<file path="src/rtl/avg_filter_pkg.sv">
// Shared defaults, frame/kernel types, FSM state encoding and sizing helpers
// for the averaging-filter sequencer and the filter it drives.
package avg_filter_pkg;

  localparam int DEF_R_I = 5;  // image rows
  localparam int DEF_C_I = 5;  // image columns
  localparam int DEF_W_I = 8;  // pixel width
  localparam int DEF_R_K = 3;  // kernel rows
  localparam int DEF_C_K = 3;  // kernel columns
  localparam int DEF_W_K = 8;  // kernel coefficient width

  // Filter pipeline depth in cen-cycles: adder-tree depth plus the divide stage.
  function automatic int calc_latency(input int taps);
    return $clog2(taps) + 1;
  endfunction

  // Counter width that stays legal for a dimension of 1.
  function automatic int cnt_width(input int n);
    return (n > 1) ? $clog2(n) : 1;
  endfunction

  localparam int LATENCY = calc_latency(DEF_R_K * DEF_C_K);

  // Element [row][col] sits at bit offset (row*C_I + col)*W_I.
  typedef logic [DEF_R_I-1:0][DEF_C_I-1:0][DEF_W_I-1:0] img_t;
  typedef logic [DEF_R_K*DEF_C_K-1:0][DEF_W_K-1:0]       kernel_t;

  typedef enum logic [1:0] {
    LOAD,
    RUN,
    OUT
  } state_e;

endpackage

</file>
<file path="src/rtl/avg_filter_ctrl_if.sv">
// Raster pixel stream: valid/ready handshake with an end-of-frame marker.
interface avg_filter_ctrl_if #(
  parameter int W = avg_filter_pkg::DEF_W_I
);
  logic         valid;
  logic         ready;
  logic [W-1:0] data;
  logic         last;

  modport master (output valid, data, last, input ready);
  modport slave  (input valid, data, last, output ready);
endinterface

</file>
<file path="src/rtl/raster_cnt.sv">
// Row/column raster position counter. col wraps to 0 after COLS-1 and
// carries into row; last flags the final position of the frame.
module raster_cnt
  import avg_filter_pkg::*;
#(
  parameter int ROWS = DEF_R_I,
  parameter int COLS = DEF_C_I
) (
  input  logic                       clk,
  input  logic                       rstn,
  input  logic                       en,
  input  logic                       clr,
  output logic [cnt_width(ROWS)-1:0] row,
  output logic [cnt_width(COLS)-1:0] col,
  output logic                       last
);
  localparam int RW = cnt_width(ROWS);
  localparam int CW = cnt_width(COLS);

  // Position register; clear has priority over advance.
  // NOTE: sequential state uses <= so every flop samples pre-edge values.
  always_ff @(posedge clk or negedge rstn) begin
    if (!rstn) begin
      row <= '0;
      col <= '0;
    end else if (clr) begin
      row <= '0;
      col <= '0;
    end else if (en) begin
      if (col == CW'(COLS - 1)) begin
        col <= '0;
        row <= (row == RW'(ROWS - 1)) ? '0 : row + 1'b1;
      end else begin
        col <= col + 1'b1;
      end
    end
  end

  assign last = (row == RW'(ROWS - 1)) && (col == CW'(COLS - 1));

endmodule

</file>
<file path="src/rtl/avg_filter_ctrl.sv">
// Sequencer for averaging_filter: assembles one raster frame from the input
// stream (LOAD), enables the filter for its pipeline latency (RUN), then
// streams the captured result out in raster order (OUT).
// Optional feature macro AVG_KERNEL_LOAD_EN: adds k_wr/k_addr/k_data so the
// kernel can be rewritten while idle in LOAD; otherwise the kernel is all 1.
module avg_filter_ctrl
  import avg_filter_pkg::*;
#(
  parameter int R_I = DEF_R_I,
  parameter int C_I = DEF_C_I,
  parameter int W_I = DEF_W_I,
  parameter int R_K = DEF_R_K,
  parameter int C_K = DEF_C_K,
  parameter int W_K = DEF_W_K
) (
  input  logic                             clk,
  input  logic                             rstn,
  avg_filter_ctrl_if.slave                 s,
  avg_filter_ctrl_if.master                m,
  output logic                             f_cen,
  output logic [R_I-1:0][C_I-1:0][W_I-1:0] f_img,
  output logic [R_K*C_K-1:0][W_K-1:0]      f_kernel,
  input  logic [R_I-1:0][C_I-1:0][W_I-1:0] f_final_img,
`ifdef AVG_KERNEL_LOAD_EN
  input  logic                             k_wr,
  input  logic [$clog2(R_K*C_K)-1:0]       k_addr,
  input  logic [W_K-1:0]                   k_data,
`endif
  output logic                             busy,
  output logic                             frame_done,
  output logic                             err_last
);
  localparam int NK         = R_K * C_K;
  localparam int CEN_CYCLES = calc_latency(NK);
  localparam int RW         = cnt_width(R_I);
  localparam int CLW        = cnt_width(C_I);
  localparam int LW         = cnt_width(CEN_CYCLES + 1);

  typedef logic [R_I-1:0][C_I-1:0][W_I-1:0] frame_t;

  state_e        state_q, state_d;
  frame_t        img_q;
  frame_t        out_buf;
  logic [LW-1:0] cen_cnt;
  logic          cen_done;
  logic          capture;

  logic [RW-1:0]  ld_row, out_row;
  logic [CLW-1:0] ld_col, out_col;
  logic           ld_en, ld_clr, ld_last;
  logic           out_en, out_clr, out_last;

  raster_cnt #(.ROWS(R_I), .COLS(C_I)) u_ld_cnt (
    .clk  (clk),
    .rstn (rstn),
    .en   (ld_en),
    .clr  (ld_clr),
    .row  (ld_row),
    .col  (ld_col),
    .last (ld_last)
  );

  raster_cnt #(.ROWS(R_I), .COLS(C_I)) u_out_cnt (
    .clk  (clk),
    .rstn (rstn),
    .en   (out_en),
    .clr  (out_clr),
    .row  (out_row),
    .col  (out_col),
    .last (out_last)
  );

  assign cen_done = (cen_cnt == LW'(CEN_CYCLES));

  // Next-state and handshake/strobe decode.
  always_comb begin
    state_d    = state_q;
    s.ready    = 1'b0;
    m.valid    = 1'b0;
    f_cen      = 1'b0;
    ld_en      = 1'b0;
    ld_clr     = 1'b0;
    out_en     = 1'b0;
    out_clr    = 1'b0;
    err_last   = 1'b0;
    frame_done = 1'b0;
    capture    = 1'b0;
    unique case (state_q)
      LOAD: begin
        s.ready = 1'b1;
        if (s.valid) begin
          if (s.last && ld_last) begin
            ld_clr  = 1'b1;
            state_d = RUN;
          end else if (s.last || ld_last) begin
            // Frame length disagrees with s_last: drop the partial frame.
            ld_clr   = 1'b1;
            err_last = 1'b1;
          end else begin
            ld_en = 1'b1;
          end
        end
      end
      RUN: begin
        if (cen_done) begin
          capture = 1'b1;
          state_d = OUT;
        end else begin
          f_cen = 1'b1;
        end
      end
      OUT: begin
        m.valid = 1'b1;
        if (m.ready) begin
          if (out_last) begin
            out_clr    = 1'b1;
            frame_done = 1'b1;
            state_d    = LOAD;
          end else begin
            out_en = 1'b1;
          end
        end
      end
      default: state_d = LOAD;
    endcase
  end

  // FSM state register.
  always_ff @(posedge clk or negedge rstn) begin
    if (!rstn) state_q <= LOAD;
    else       state_q <= state_d;
  end

  // Counts enabled filter cycles while in RUN; idles at zero elsewhere.
  always_ff @(posedge clk or negedge rstn) begin
    if (!rstn)                 cen_cnt <= '0;
    else if (state_q != RUN)   cen_cnt <= '0;
    else if (!cen_done)        cen_cnt <= cen_cnt + 1'b1;
  end

  // Frame assembly: each accepted pixel lands at the current raster position.
  always_ff @(posedge clk or negedge rstn) begin
    if (!rstn)                              img_q <= '0;
    else if (state_q == LOAD && s.valid)    img_q[ld_row][ld_col] <= s.data;
  end

  // Output buffer loaded once, on the cycle after the final enabled cycle.
  always_ff @(posedge clk) begin
    if (capture) out_buf <= f_final_img;
  end

`ifdef AVG_KERNEL_LOAD_EN
  logic [NK-1:0][W_K-1:0] kern_q;

  // Kernel coefficients, writable only while in LOAD.
  always_ff @(posedge clk or negedge rstn) begin
    if (!rstn)                           kern_q <= {NK{W_K'(1)}};
    else if (k_wr && state_q == LOAD)    kern_q[k_addr] <= k_data;
  end

  assign f_kernel = kern_q;
`else
  assign f_kernel = {NK{W_K'(1)}};
`endif

  assign f_img  = img_q;
  assign m.data = out_buf[out_row][out_col];
  assign m.last = (state_q == OUT) && out_last;
  assign busy   = !((state_q == LOAD) && (ld_row == '0) && (ld_col == '0));

endmodule

</file>
<file path="src/flat_wrapper.sv">
// flat-port wrapper written by rule: the top's interface ports become plain ports
module avg_filter_ctrl_flat import avg_filter_pkg::*;
#(
  parameter int R_I = DEF_R_I,
  parameter int C_I = DEF_C_I,
  parameter int W_I = DEF_W_I,
  parameter int R_K = DEF_R_K,
  parameter int C_K = DEF_C_K,
  parameter int W_K = DEF_W_K
)
  (clk, rstn, f_cen, f_img, f_kernel, f_final_img, busy, frame_done, err_last, s_valid, s_data, s_last, s_ready, m_valid, m_data, m_last, m_ready);
  avg_filter_ctrl_if #(.W(DEF_W_I)) s_i ();
  avg_filter_ctrl_if #(.W(DEF_W_I)) m_i ();
  input  logic clk;
  input  logic rstn;
  output logic f_cen;
  output logic [R_I-1:0][C_I-1:0][W_I-1:0] f_img;
  output logic [R_K*C_K-1:0][W_K-1:0] f_kernel;
  input  logic [R_I-1:0][C_I-1:0][W_I-1:0] f_final_img;
  output logic busy;
  output logic frame_done;
  output logic err_last;
  input wire logic [$bits(s_i.valid)-1:0] s_valid;
  input wire logic [$bits(s_i.data)-1:0] s_data;
  input wire logic [$bits(s_i.last)-1:0] s_last;
  output wire logic [$bits(s_i.ready)-1:0] s_ready;
  output wire logic [$bits(m_i.valid)-1:0] m_valid;
  output wire logic [$bits(m_i.data)-1:0] m_data;
  output wire logic [$bits(m_i.last)-1:0] m_last;
  input wire logic [$bits(m_i.ready)-1:0] m_ready;
  assign s_i.valid = s_valid;
  assign s_i.data = s_data;
  assign s_i.last = s_last;
  assign s_ready = s_i.ready;
  assign m_valid = m_i.valid;
  assign m_data = m_i.data;
  assign m_last = m_i.last;
  assign m_i.ready = m_ready;
  avg_filter_ctrl #(.R_I(R_I), .C_I(C_I), .W_I(W_I), .R_K(R_K), .C_K(C_K), .W_K(W_K)) u_core (.clk(clk), .rstn(rstn), .s(s_i), .m(m_i), .f_cen(f_cen), .f_img(f_img), .f_kernel(f_kernel), .f_final_img(f_final_img), .busy(busy), .frame_done(frame_done), .err_last(err_last));
endmodule
</file>
<file path="config.mk">
export PLATFORM = sky130hd
export DESIGN_NAME = avg_filter_ctrl_flat
export DESIGN_NICKNAME = d
export VERILOG_FILES = /design/src/rtl/avg_filter_pkg.sv /design/src/rtl/avg_filter_ctrl_if.sv /design/src/rtl/raster_cnt.sv /design/src/rtl/avg_filter_ctrl.sv /design/src/flat_wrapper.sv
export SDC_FILE = /design/constraint.sdc
export NUM_CORES = 1
export LEC_CHECK = 0
export ABC_AREA = 1
export BUFFER_PORTS_ARGS = -buffer_cell sky130_fd_sc_hd__clkbuf_2
export CAP_MARGIN = 40
export CORE_MARGIN = 3
export CORE_UTILIZATION = 35
export CTS_BUF_LIST = sky130_fd_sc_hd__clkbuf_8
export DETAILED_ROUTE_END_ITERATION = 7
export GPL_ROUTABILITY_DRIVEN = 0
export PLACE_DENSITY = 0.68
export SLEW_MARGIN = 20
export SYNTH_ARGS = -nofsm -noshare
export SYNTH_HDL_FRONTEND = slang
export SYNTH_SLANG_ARGS = --single-unit
</file>
<file path="constraint.sdc">
create_clock -name clk -period 13.8 [get_ports clk]
set_input_delay 2.76 -clock clk [delete_from_list [all_inputs] [get_ports clk]]
set_output_delay 2.76 -clock clk [all_outputs]
set_load 0.03 [all_outputs]
</file>
==> metrics.cfg, run 1 <==
[run_status]
status = completed

[global_route]
grt_pass1_wl_um = 74100
grtUsageTotal = 0.191
grt_pass1_vias = 12900
antenna_found_initial = 4
grt-ovfl-total = 0
grt_max_degree = 70

[critical_path]
cpMaxStageDelayCell = buf_4
crit_type = flop to primary output
cpMostUsedCell = nand2_1
crit_path_max_fanout = 61
crit_family = buffers and inverters
r2r_start = u_core.u_out_cnt.row[0]$_DFFE_PN0P_
endpoint_kind = primary output
crit_buf_inv = 5
r2r_slack_ns = 10.58
required_ns = 11.04
startpoint_type = flop
critPathArrivalTime_ns = 4.10
max_stage_delay_ns = 0.65
path_cells = buf_4 > inv_2 > buf_4 > nand3_1 > nand3_1 > nand2_1 > inv_1 > nand2_1 > nand2_1 > nand2_1 > nand2_1 > nand2_1 > nand2_1 > clkbuf_2
reg2regPathDepth = 9
reg2reg_to = u_core.u_out_cnt.col[1]$_DFFE_PN0P_

[clock_network]
clk_pin_slew_worst_paths_ns = 0.06
clk_latency_ns = 0.64
clkSinkCount = 417
cts_made_buffers = 72
cts_tree = done
postCtsSetupRepairBufs = 0
clk_path_buf_depth = 3
post_cts_resized = 0
h-tree-depth = 3
cts_hold_buf = 0
cts_root_buffer = clkbuf_8

[cells_and_area]
final_common_cell = nand2_1
diodes = 0
seq_area_um2 = 11400
area_growth_pct = 24.6
drive_above_1_share = 0.278
layout_common_cells = nand2_1 (500), clkbuf_2 (426), dfrtp_1 (216)
nFillCells = 4394
fin_area_um2 = 20900
multiInputGateArea_um2 = 4540
finalNetCount = 2246

[die]
die_h_um = 225
rows = 79
io_pins = 500
core_area_um2 = 47000
die_w_um = 225
start_util = 0.358
dieArea_um2 = 50600

[timing]
post-route-min-period_ns = 6.86
period_share = 0.497
rsz0062_at_grt = false
hold_violations = 0
setup_tns_ns = 0
slew_viol_final = 0
max_freq_mhz = 146
slew_headroom = 0.403
worst_pin_slew_ns = 0.895
setup_viol_count_final = 0
fin_skew_ns = 0.0301

[routing]
vias = 12900
drt-total-wl_um = 49400
via_per_inst = 4.81
postRouteAntennaNets = 0
first_pass_iters = 7
drc = 0
first_iter_violations = 849
wl_per_cell_um = 18.4

[run]
maxCapViolations = 0

[place]
hpwl_um = 35000
place_area_um2 = 19400
io_buffer_count = 427

[power]
ir_drop_uv = 153
cellLeakagePower_nw = 9.76
powerDensity_nw_per_um2 = 190

[worst_hold_path]
hold_depth = 2
min_delay_worst_endpoint = u_core.f_img[12]$_DFFE_PN0P_
hold_path.class = flop to flop
worstHoldStart = u_core.f_img[12]$_DFFE_PN0P_

[logic_synthesis]
yosys_warnings = 0
seq_area_frac_synth = 0.681
ys_types = 30
ys_seq_elements = 417
syn_area_per_cell_um2 = 10.6
syn_area_um2 = 16800
syn_inst = 1579

-- logic make-up (layout without fill, tap and decap cells) --
logic type                 Yosys count  in the layout  share of synthesized area
buffers and inverters              208            634                     0.0645
DFF                                417            417                      0.681
xor gates and xnor gates             1              1                   0.000522
and+or+nand+nor                    664            664                      0.160
adders and majority gates           12             12                    0.00894
AOI/OAI and AO/OA                  275            275                     0.0844
other                                2             72                   0.000447
-- how the worst max path moves through the flow --
| stage | from | to | slack [ns] | depth (start not counted) |
|---|---|---|---|---|
| final | u_core.u_out_cnt.row[0]$_DFFE_PN0P_ | m_data[2] | 6.94 | 14 |
| after CTS | u_core.u_out_cnt.row[0]$_DFFE_PN0P_ | m_data[2] | 6.87 | 14 |
| after global placement | s_valid | err_last | 7.51 | 4 |
| after floorplan | u_core.cen_cnt[1]$_DFFE_PN0N_ | u_core.cen_cnt[1]$_DFFE_PN0N_ | 3.69 | 6 |
| after global routing | u_core.u_out_cnt.row[0]$_DFFE_PN0P_ | m_data[3] | 6.57 | 14 |
| after detailed placement | s_valid | err_last | 7.49 | 4 |
-- routing by layer --
layer	up-vias	global-route usage	routed length, um	share of wire
met2	576	0.312	23000	0.47
li1	6019	-	-	-
met4	6	0.0796	1810	0.037
met5	-	0	33	0.00067
met1	6196	0.230	19600	0.40
met3	108	0.0699	4920	0.10
-- area by class of cell --
cell class	count	share of cell area
Timing Repair Buffer	448	0.118
Clock inverter	37	0.0110
Clock buffer	91	0.0599
Multi-Input combinational cell	1024	0.217
Inverter	58	0.0104
Sequential cell	417	0.547
Tap cell	607	0.0363
-- metrics by stage --
| step | hold slack [ns] | setup WS, ns | cells | util | power (mW) |
|---|---|---|---|---|---|
| after floorplan | 0.492 | 3.69 | 1649 | - | 2.44 |
| after CTS | 0.488 | 6.87 | 2682 | 0.445 | 4.01 |
| after detailed placement | 0.474 | 7.49 | 2554 | 0.414 | 2.84 |
| final | 0.483 | 6.94 | 2682 | 0.445 | 3.98 |
| after global placement | 0.467 | 7.51 | 2542 | 0.408 | 2.81 |
| after global routing | 0.501 | 6.57 | 2682 | 0.445 | 4.18 |
-- worst reg2reg max path: cells and delay by family (launching register included) --
family,cells,cell delay [ns]
compound gates,1,0.07
flops,1,0.63
simple gates,3,0.33
fa+ha+maj,1,0.30
buf+inv,4,1.76
-- power by group --
part	switching [mW]	internal [mW]
clock	0.519	0.634
sequential	0.151	1.54
combinational	0.839	0.293
-- registers in the layout (all words and copies together), names as in the netlist --
signal,flops
u_core.cen_cnt,3
u_core.u_out_cnt.col,3
u_core.out_buf,200
u_core.u_ld_cnt.col,3
u_core.u_ld_cnt.row,3
u_core.state_q,2
u_core.u_out_cnt.row,3
u_core.f_img,200
-- cell usage after synthesis (all sizes together) --
master  count  area share
a21oi       7      0.0021
a31o        1     0.00052
a31oi       6      0.0022
buf        99       0.040
clkbuf     51       0.011
clkinv      3     0.00067
conb        2     0.00045
dfrtp     217        0.32
edfxtp    200        0.36
ha         12      0.0089
inv        55       0.012
nand2     503        0.11
nand3      89       0.027
nand4       3      0.0011
nor2       60       0.014
nor3        8      0.0045
nor4        1      0.0013
o211ai      6      0.0027
o21a        1     0.00045
o21ai     245       0.073
o22ai       9      0.0034
xnor2       1     0.00052
No activity file was read; power rests on OpenSTA's default activity.
==> run 2, diff against run 1 <==
--- a/config.mk
+++ b/config.mk
@@ -13,7 +13,7 @@
 export CTS_BUF_LIST = sky130_fd_sc_hd__clkbuf_8
 export DETAILED_ROUTE_END_ITERATION = 7
 export GPL_ROUTABILITY_DRIVEN = 0
-export PLACE_DENSITY = 0.68
+export PLACE_DENSITY = 0.7
 export SLEW_MARGIN = 20
 export SYNTH_ARGS = -nofsm -noshare
 export SYNTH_HDL_FRONTEND = slang
==> constraint.sdc (replaced) <==
create_clock -name clk -period 6.1 [get_ports clk]
set_input_delay 1.22 -clock clk [delete_from_list [all_inputs] [get_ports clk]]
set_output_delay 1.22 -clock clk [all_outputs]
set_load 0.03 [all_outputs]
==> run 2 against run 1 <==
Compared with the run above:
- count of clock-buffer cells in the layout fell by 9
- highest routed layer is now met4
- core utilization down 0.40 points
- die area unchanged
- sequential power grew 130%
- critical path type unchanged
==> metrics.cfg, run 2 (synthesis results as in run 1) <==
[global_route]
grt_util_met2 = 0.311  ; was 0.312
met1_usage = 0.227  ; was 0.230
grt_pass1_vias = 13000  ; was 12,900
grt_max_degree = 203  ; was 70
grtUsageTotal = 0.190  ; was 0.191
antenna_found_initial = 0  ; was 4
grt-ovfl-total = 0  ; unchanged
grt-busiest-layer = met2  ; unchanged
use_met3 = 0.0677  ; was 0.0699
grt_pass1_wl_um = 73900  ; was 74,100 um

[routing]
wl_per_cell_um = 18.4  ; about the same
drt-total-wl_um = 49300  ; was 49,400 um
first_pass_iters = 5  ; was 7
vias = 13000  ; was 12,900
drc = 0  ; unchanged
postRouteAntennaNets = 0  ; unchanged
via_per_inst = 4.85  ; was 4.81
first_iter_violations = 923  ; was 849

[clock_network]
postCtsSetupRepairBufs = 0  ; unchanged
post_cts_resized = 0  ; unchanged
clk_path_buf_depth = 3  ; unchanged
h-tree-depth = 3  ; unchanged
cts_tree = done  ; unchanged
cts_root_buffer = clkbuf_8  ; unchanged
cts_made_buffers = 72  ; unchanged
cts_hold_buf = 0  ; unchanged
clk_pin_slew_worst_paths_ns = 0.06  ; about the same
clkSinkCount = 417  ; unchanged
clk_latency_ns = 0.62  ; was 0.64 ns

[timing]
max_freq_mhz = 233
worst_pin_slew_ns = 1.21  ; was 0.895 ns
slew_viol_final = 0  ; unchanged
fin_skew_ns = 0.0276  ; was 0.0301 ns
setup_tns_ns = 0  ; unchanged
setup_viol_count_final = 0  ; unchanged
period_share = 0.704
hold_violations = 0  ; unchanged
slew_headroom = 0.194  ; was 0.403
post-route-min-period_ns = 4.29
rsz0062_at_grt = false  ; unchanged
worst_slack_ns = 1.81  ; was 6.94 ns

[worst_hold_path]
worstHoldStart = u_core.f_img[161]$_DFFE_PN0P_  ; was u_core.f_img[12]$_DFFE_PN0P_
hold_path.class = flop to flop  ; unchanged

[place]
dp_slack_ns = 2.47  ; was 7.49 ns
place_area_um2 = 19300  ; was 19,400 um^2
io_buffer_count = 427  ; unchanged
hpwl_um = 35200  ; was 35,000 um

[cells_and_area]
diodes = 0  ; unchanged
final_common_cell = nand2_1  ; unchanged
nFillCells = 4447  ; was 4,394
area_growth_pct = 23.4  ; was 24.6%
final_util = 0.441  ; was 0.445
layout_common_cells = nand2_1 (500), clkbuf_2 (426), dfrtp_1 (216)  ; unchanged
finalNetCount = 2243  ; was 2,246
drive_above_1_share = 0.270  ; was 0.278
fin_area_um2 = 20700  ; was 20,900 um^2

[run_status]
status = completed  ; unchanged

[critical_path]
crit_type = flop to primary output  ; unchanged
required_ns = 4.88  ; was 11.04 ns
crit_path_max_fanout = 21  ; was 61
startpoint_type = flop  ; unchanged
endpoint_kind = primary output  ; unchanged
critPathArrivalTime_ns = 3.07  ; was 4.10 ns
crit_start = u_core.u_out_cnt.col[1]$_DFFE_PN0P_  ; was u_core.u_out_cnt.row[0]$_DFFE_PN0P_
r2r_start = u_core.u_out_cnt.col[1]$_DFFE_PN0P_  ; was u_core.u_out_cnt.row[0]$_DFFE_PN0P_

[die]
die_w_um = 225  ; unchanged
io_pins = 500  ; unchanged
start_util = 0.358  ; unchanged
die_h_um = 225  ; unchanged
dieArea_um2 = 50600  ; unchanged
rows = 79  ; unchanged
core_area_um2 = 47000  ; unchanged

[power]
ir_drop_uv = 340  ; was 153 uV
total_power_mw = 8.77  ; was 3.98 mW
swShare = 0.383  ; was 0.379
p_int_mw = 5.41  ; was 2.47 mW
p_clk_frac = 0.273  ; was 0.290
pwr-share-seq = 0.437  ; was 0.425
combPwrFrac = 0.290  ; was 0.285
powerDensity_nw_per_um2 = 423  ; was 190 nW/um^2
p_sw_mw = 3.36  ; was 1.51 mW
cellLeakagePower_nw = 9.69  ; was 9.76 nW

[run]
maxCapViolations = 0  ; unchanged

-- run 2: changes by cell type in the layout (fill, tap and decap cells not counted), moves of 3 or more --
| cell | previous run | this run |
|---|---|---|
| buf_4 | 9 | 4 |
| clkbuf_8 | 92 | 83 |
| inv_1 | 62 | 70 |
| buf_8 | 5 | 8 |
| buf_16 | 6 | 2 |
| buf_12 | 1 | 4 |
-- run 2: worst paths after layout --
kind,end,slack (ns),cells after the start
max in group asynchronous,u_core.u_out_cnt.row[0]$_DFFE_PN0P_,4.16,2
min in group asynchronous,u_core.u_ld_cnt.col[2]$_DFFE_PN0P_,0.67,1
worst max register to register,u_core.u_out_cnt.col[2]$_DFFE_PN0P_,3.57,6
worst min-delay path,u_core.f_img[161]$_DFFE_PN0P_,0.48,2
worst min register to register,u_core.f_img[161]$_DFFE_PN0P_,0.48,2
worst max-delay path,m_data[0],1.81,10
-- run 2: metal layers --
| layer | share of wire | vias to the layer above |
|---|---|---|
| met3 | 0.10 | 108 |
| met2 | 0.47 | 683 |
| met5 | 0 | - |
| met4 | 0.039 | 0 |
| met1 | 0.39 | 6169 |
| li1 | - | 6007 |
-- run 2: power by group through the flow --
stage               Clock (mW)  Sequential, mW  Combinational, mW
finish                    2.39            3.84               2.54
global route              2.60            3.89               2.75
CTS                       2.46            3.83               2.57
detailed placement           0            3.86               2.57
global placement             0            3.83               2.51
floorplan                    0            4.84              0.693
-- run 2: layout make-up --
class / count / area [um^2] / share of cell area
sequential: 417 / 11400 / 0.552
inverter: 58 / 219 / 0.0106
multi-input combinational: 1024 / 4540 / 0.219
clock inverter: 40 / 209 / 0.0101
clock buffer: 82 / 1130 / 0.0545
tap: 607 / 759 / 0.0367
timing repair buffer: 445 / 2430 / 0.117
-- run 2: critical path: stages, from the launching register on --
cell	delay [ns]
dfrtp_1	0.92
clkinv_1	0.60
nand2_1	0.20
inv_1	0.05
nand2_1	0.06
nand2_1	0.15
nand2_1	0.10
nand2_1	0.06
nand2_1	0.05
nand2_1	0.07
clkbuf_2	0.18
-- run 2: stage by stage --
stage	cells	hold WS (ns)
detailed placement	2549	0.475
CTS	2671	0.489
floorplan	1649	0.492
global route	2673	0.506
finish	2673	0.485
global placement	2539	0.465
==> run 3, diff against run 2 <==
--- a/config.mk
+++ b/config.mk
@@ -13,7 +13,7 @@
 export CTS_BUF_LIST = sky130_fd_sc_hd__clkbuf_8
 export DETAILED_ROUTE_END_ITERATION = 7
 export GPL_ROUTABILITY_DRIVEN = 0
-export PLACE_DENSITY = 0.7
+export PLACE_DENSITY = 0.68
 export SLEW_MARGIN = 20
 export SYNTH_ARGS = -nofsm -noshare
 export SYNTH_HDL_FRONTEND = slang
==> constraint.sdc (replaced) <==
create_clock -name clk -period 4.2 [get_ports clk]
set_input_delay 0.84 -clock clk [delete_from_list [all_inputs] [get_ports clk]]
set_output_delay 0.84 -clock clk [all_outputs]
set_load 0.03 [all_outputs]
==> run 3 against run 2 <==
Compared with the run above:
- count of clock-buffer cells in the layout is 2 lower
- global-route usage fell by 0.18 points
- core utilization grew 0.17 points
- highest routed layer is now met5
- total power rose by 45%
- clock power increased by 46%
- cell area up 0.38%
- sequential power is 45% higher
- non-clock buffer count grew 6
- sequential share of layout area down 0.21 points
- largest power group unchanged
- final cell count is 0.60% higher
- setup slack worse by 1.6 ns
- hold slack lost 0.11 ns
==> metrics.cfg, run 3 (synthesis results as in run 1) <==
[clock_network]
clkSinkCount = 417  ; unchanged
h-tree-depth = 3  ; unchanged
post_cts_resized = 0  ; unchanged
clk_latency_ns = 0.63  ; was 0.62 ns
cts_root_buffer = clkbuf_8  ; unchanged
cts_made_buffers = 73  ; was 72
clk_path_buf_depth = 3  ; unchanged
clk_pin_slew_worst_paths_ns = 0.06  ; about the same
cts_tree = done  ; unchanged

[cells_and_area]
finalNetCount = 2250  ; was 2,243
final_common_cell = nand2_1  ; unchanged
nFillCells = 4393  ; was 4,447
drive_above_1_share = 0.270  ; about the same
final_util = 0.443  ; was 0.441
layout_common_cells = nand2_1 (500), clkbuf_2 (426), dfrtp_1 (216)  ; unchanged
multiInputGateArea_um2 = 4540  ; unchanged
area_growth_pct = 23.9  ; was 23.4%
seq_area_um2 = 11400  ; unchanged

[run]
maxCapViolations = 0  ; unchanged

[die]
dieArea_um2 = 50600  ; unchanged
core_area_um2 = 47000  ; unchanged
rows = 79  ; unchanged
io_pins = 500  ; unchanged
die_h_um = 225  ; unchanged
die_w_um = 225  ; unchanged
start_util = 0.358  ; unchanged

[power]
cellLeakagePower_nw = 9.75  ; was 9.69 nW
swShare = 0.381  ; was 0.383
combPwrFrac = 0.289  ; was 0.290
pwr-share-seq = 0.436  ; was 0.437
p_sw_mw = 4.86  ; was 3.36 mW
p_int_mw = 7.89  ; was 5.41 mW
powerDensity_nw_per_um2 = 613  ; was 423 nW/um^2
p_clk_frac = 0.275  ; was 0.273
ir_drop_uv = 513  ; was 340 uV

[global_route]
grt_max_degree = 101  ; was 203
grt_pass1_wl_um = 73000  ; was 73,900 um
antenna_found_initial = 3  ; was 0
grt-ovfl-total = 0  ; unchanged
grtUsageTotal = 0.188  ; was 0.190
grt_pass1_vias = 12800  ; was 13,000

[timing]
max_freq_mhz = 253
worst_pin_slew_ns = 0.838  ; was 1.21 ns
fin_skew_ns = 0.0283  ; was 0.0276 ns
period_share = 0.940
slew_headroom = 0.441  ; was 0.194
hold_violations = 0  ; unchanged
post-route-min-period_ns = 3.95
slew_viol_final = 0  ; unchanged
holdWs_ns = 0.377  ; was 0.485 ns
rsz0062_at_grt = false  ; unchanged
setup_tns_ns = 0  ; unchanged
setup_viol_count_final = 0  ; unchanged

[critical_path]
cpMaxStageDelayCell = dfrtp_1  ; unchanged
cpMostUsedCell = nand2_1  ; unchanged
crit_type = flop to primary output  ; unchanged
reg2reg_to = u_core.f_img[192]$_DFFE_PN0P_  ; was u_core.u_out_cnt.col[2]$_DFFE_PN0P_
path_cells = inv_1 > nor2_1 > nand2_1 > a31oi_1 > nand2_1 > nand2_1 > nand2_1 > nand2_1 > clkbuf_2  ; was clkinv_1 > nand2_1 > inv_1 > nand2_1 > nand2_1 > nand2_1 > nand2_1 > nand2_1 > nand2_1 > clkbuf_2
crit_path_max_fanout = 20  ; was 21
critPathArrivalTime_ns = 3.11  ; was 3.07 ns
reg2regPathDepth = 5  ; was 6
r2r_slack_ns = 1.87  ; was 3.57 ns
startpoint_type = flop  ; unchanged
r2r_start = u_core.state_q[1]$_DFFE_PN0P_  ; was u_core.u_out_cnt.col[1]$_DFFE_PN0P_
endpoint_kind = primary output  ; unchanged
required_ns = 3.36  ; was 4.88 ns
max_stage_delay_ns = 0.63  ; was 0.92 ns

[worst_hold_path]
hold_path.class = input pin to flop  ; was flop to flop
min_delay_worst_endpoint = u_core.out_buf[116]$_DFFE_PP_  ; was u_core.f_img[161]$_DFFE_PN0P_
worstHoldStart = f_final_img[116]  ; was u_core.f_img[161]$_DFFE_PN0P_
hold_depth = 1  ; was 2

[place]
hpwl_um = 35200  ; about the same
io_buffer_count = 427  ; unchanged

[routing]
vias = 12900  ; was 13,000
drt-total-wl_um = 48900  ; was 49,300 um
first_iter_violations = 939  ; was 923
via_per_inst = 4.80  ; was 4.85
first_pass_iters = 7  ; was 5
postRouteAntennaNets = 0  ; unchanged
drc = 0  ; unchanged
wl_per_cell_um = 18.2  ; was 18.4 um

[run_status]
status = completed  ; unchanged

run 3: worst max path at each step:
stage	startpoint	endpoint	slack [ns]	cells past startpoint
final	u_core.u_out_cnt.row[1]$_DFFE_PN0P_	m_data[5]	0.25	9
after global routing	u_core.u_out_cnt.row[1]$_DFFE_PN0P_	m_data[5]	0.02	9
after CTS	u_core.u_out_cnt.row[1]$_DFFE_PN0P_	m_data[5]	0.16	9
after detailed placement	u_core.u_out_cnt.row[1]$_DFFE_PN0P_	m_data[5]	0.89	9
after global placement	u_core.u_out_cnt.row[1]$_DFFE_PN0P_	m_data[5]	0.91	9
after floorplan	u_core.cen_cnt[1]$_DFFE_PN0N_	u_core.cen_cnt[1]$_DFFE_PN0N_	0.009	6
run 3: final cells by class:
type                       instances  area share
timing repair buffer             451       0.119
clock inverter                    48      0.0123
multi-input combinational       1024       0.218
sequential                       417       0.550
antenna                            4    0.000481
tap                              607      0.0365
clock buffer                      80      0.0529
inverter                          58      0.0105
run 3: repair_timing:
item                      4_1_cts  5_1_grt
hold buffers                    0        1
hold endpoints to repair        0        7
buffers inserted                0        0
run 3: layer usage:
metal | wire [um] | part of all wire | track usage | up-vias
met1 | 18700 | 0.38 | 0.217 | 6166
met3 | 5080 | 0.10 | 0.0733 | 95
met4 | 1940 | 0.040 | 0.0890 | 2
li1 | - | - | - | 6033
met5 | 13 | 0.00027 | 0 | -
met2 | 23200 | 0.47 | 0.309 | 620
run 3: per-stage QoR:
step,worst slack [ns],cell area [um^2],total power [mW],cells
6_report,0.250,20800,12.8,2689
5_1_grt,0.0208,20800,13.4,2687
4_1_cts,0.157,20700,12.9,2682
3_5_place_dp,0.892,19400,9.32,2554
3_3_place_gp,0.913,19300,9.21,2546
2_1_floorplan,0.00943,17100,8.03,1649
run 3: worst max-delay path, delay by kind of cell (launching register included):
kind	cells	cell delay, ns
AO/OA/AOI/OAI	1	0.19
buffers and inverters	2	0.65
flip-flops	1	0.63
AND/OR/NAND/NOR	6	1.00
run 3: power by group through the flow:
stage	sequential, mW	combinational (mW)	clock, mW
after floorplan	7.03	1.01	0
after global placement	5.57	3.64	0
after detailed placement	5.60	3.72	0
after CTS	5.56	3.72	3.59
after global routing	5.65	3.99	3.77
final	5.56	3.69	3.50
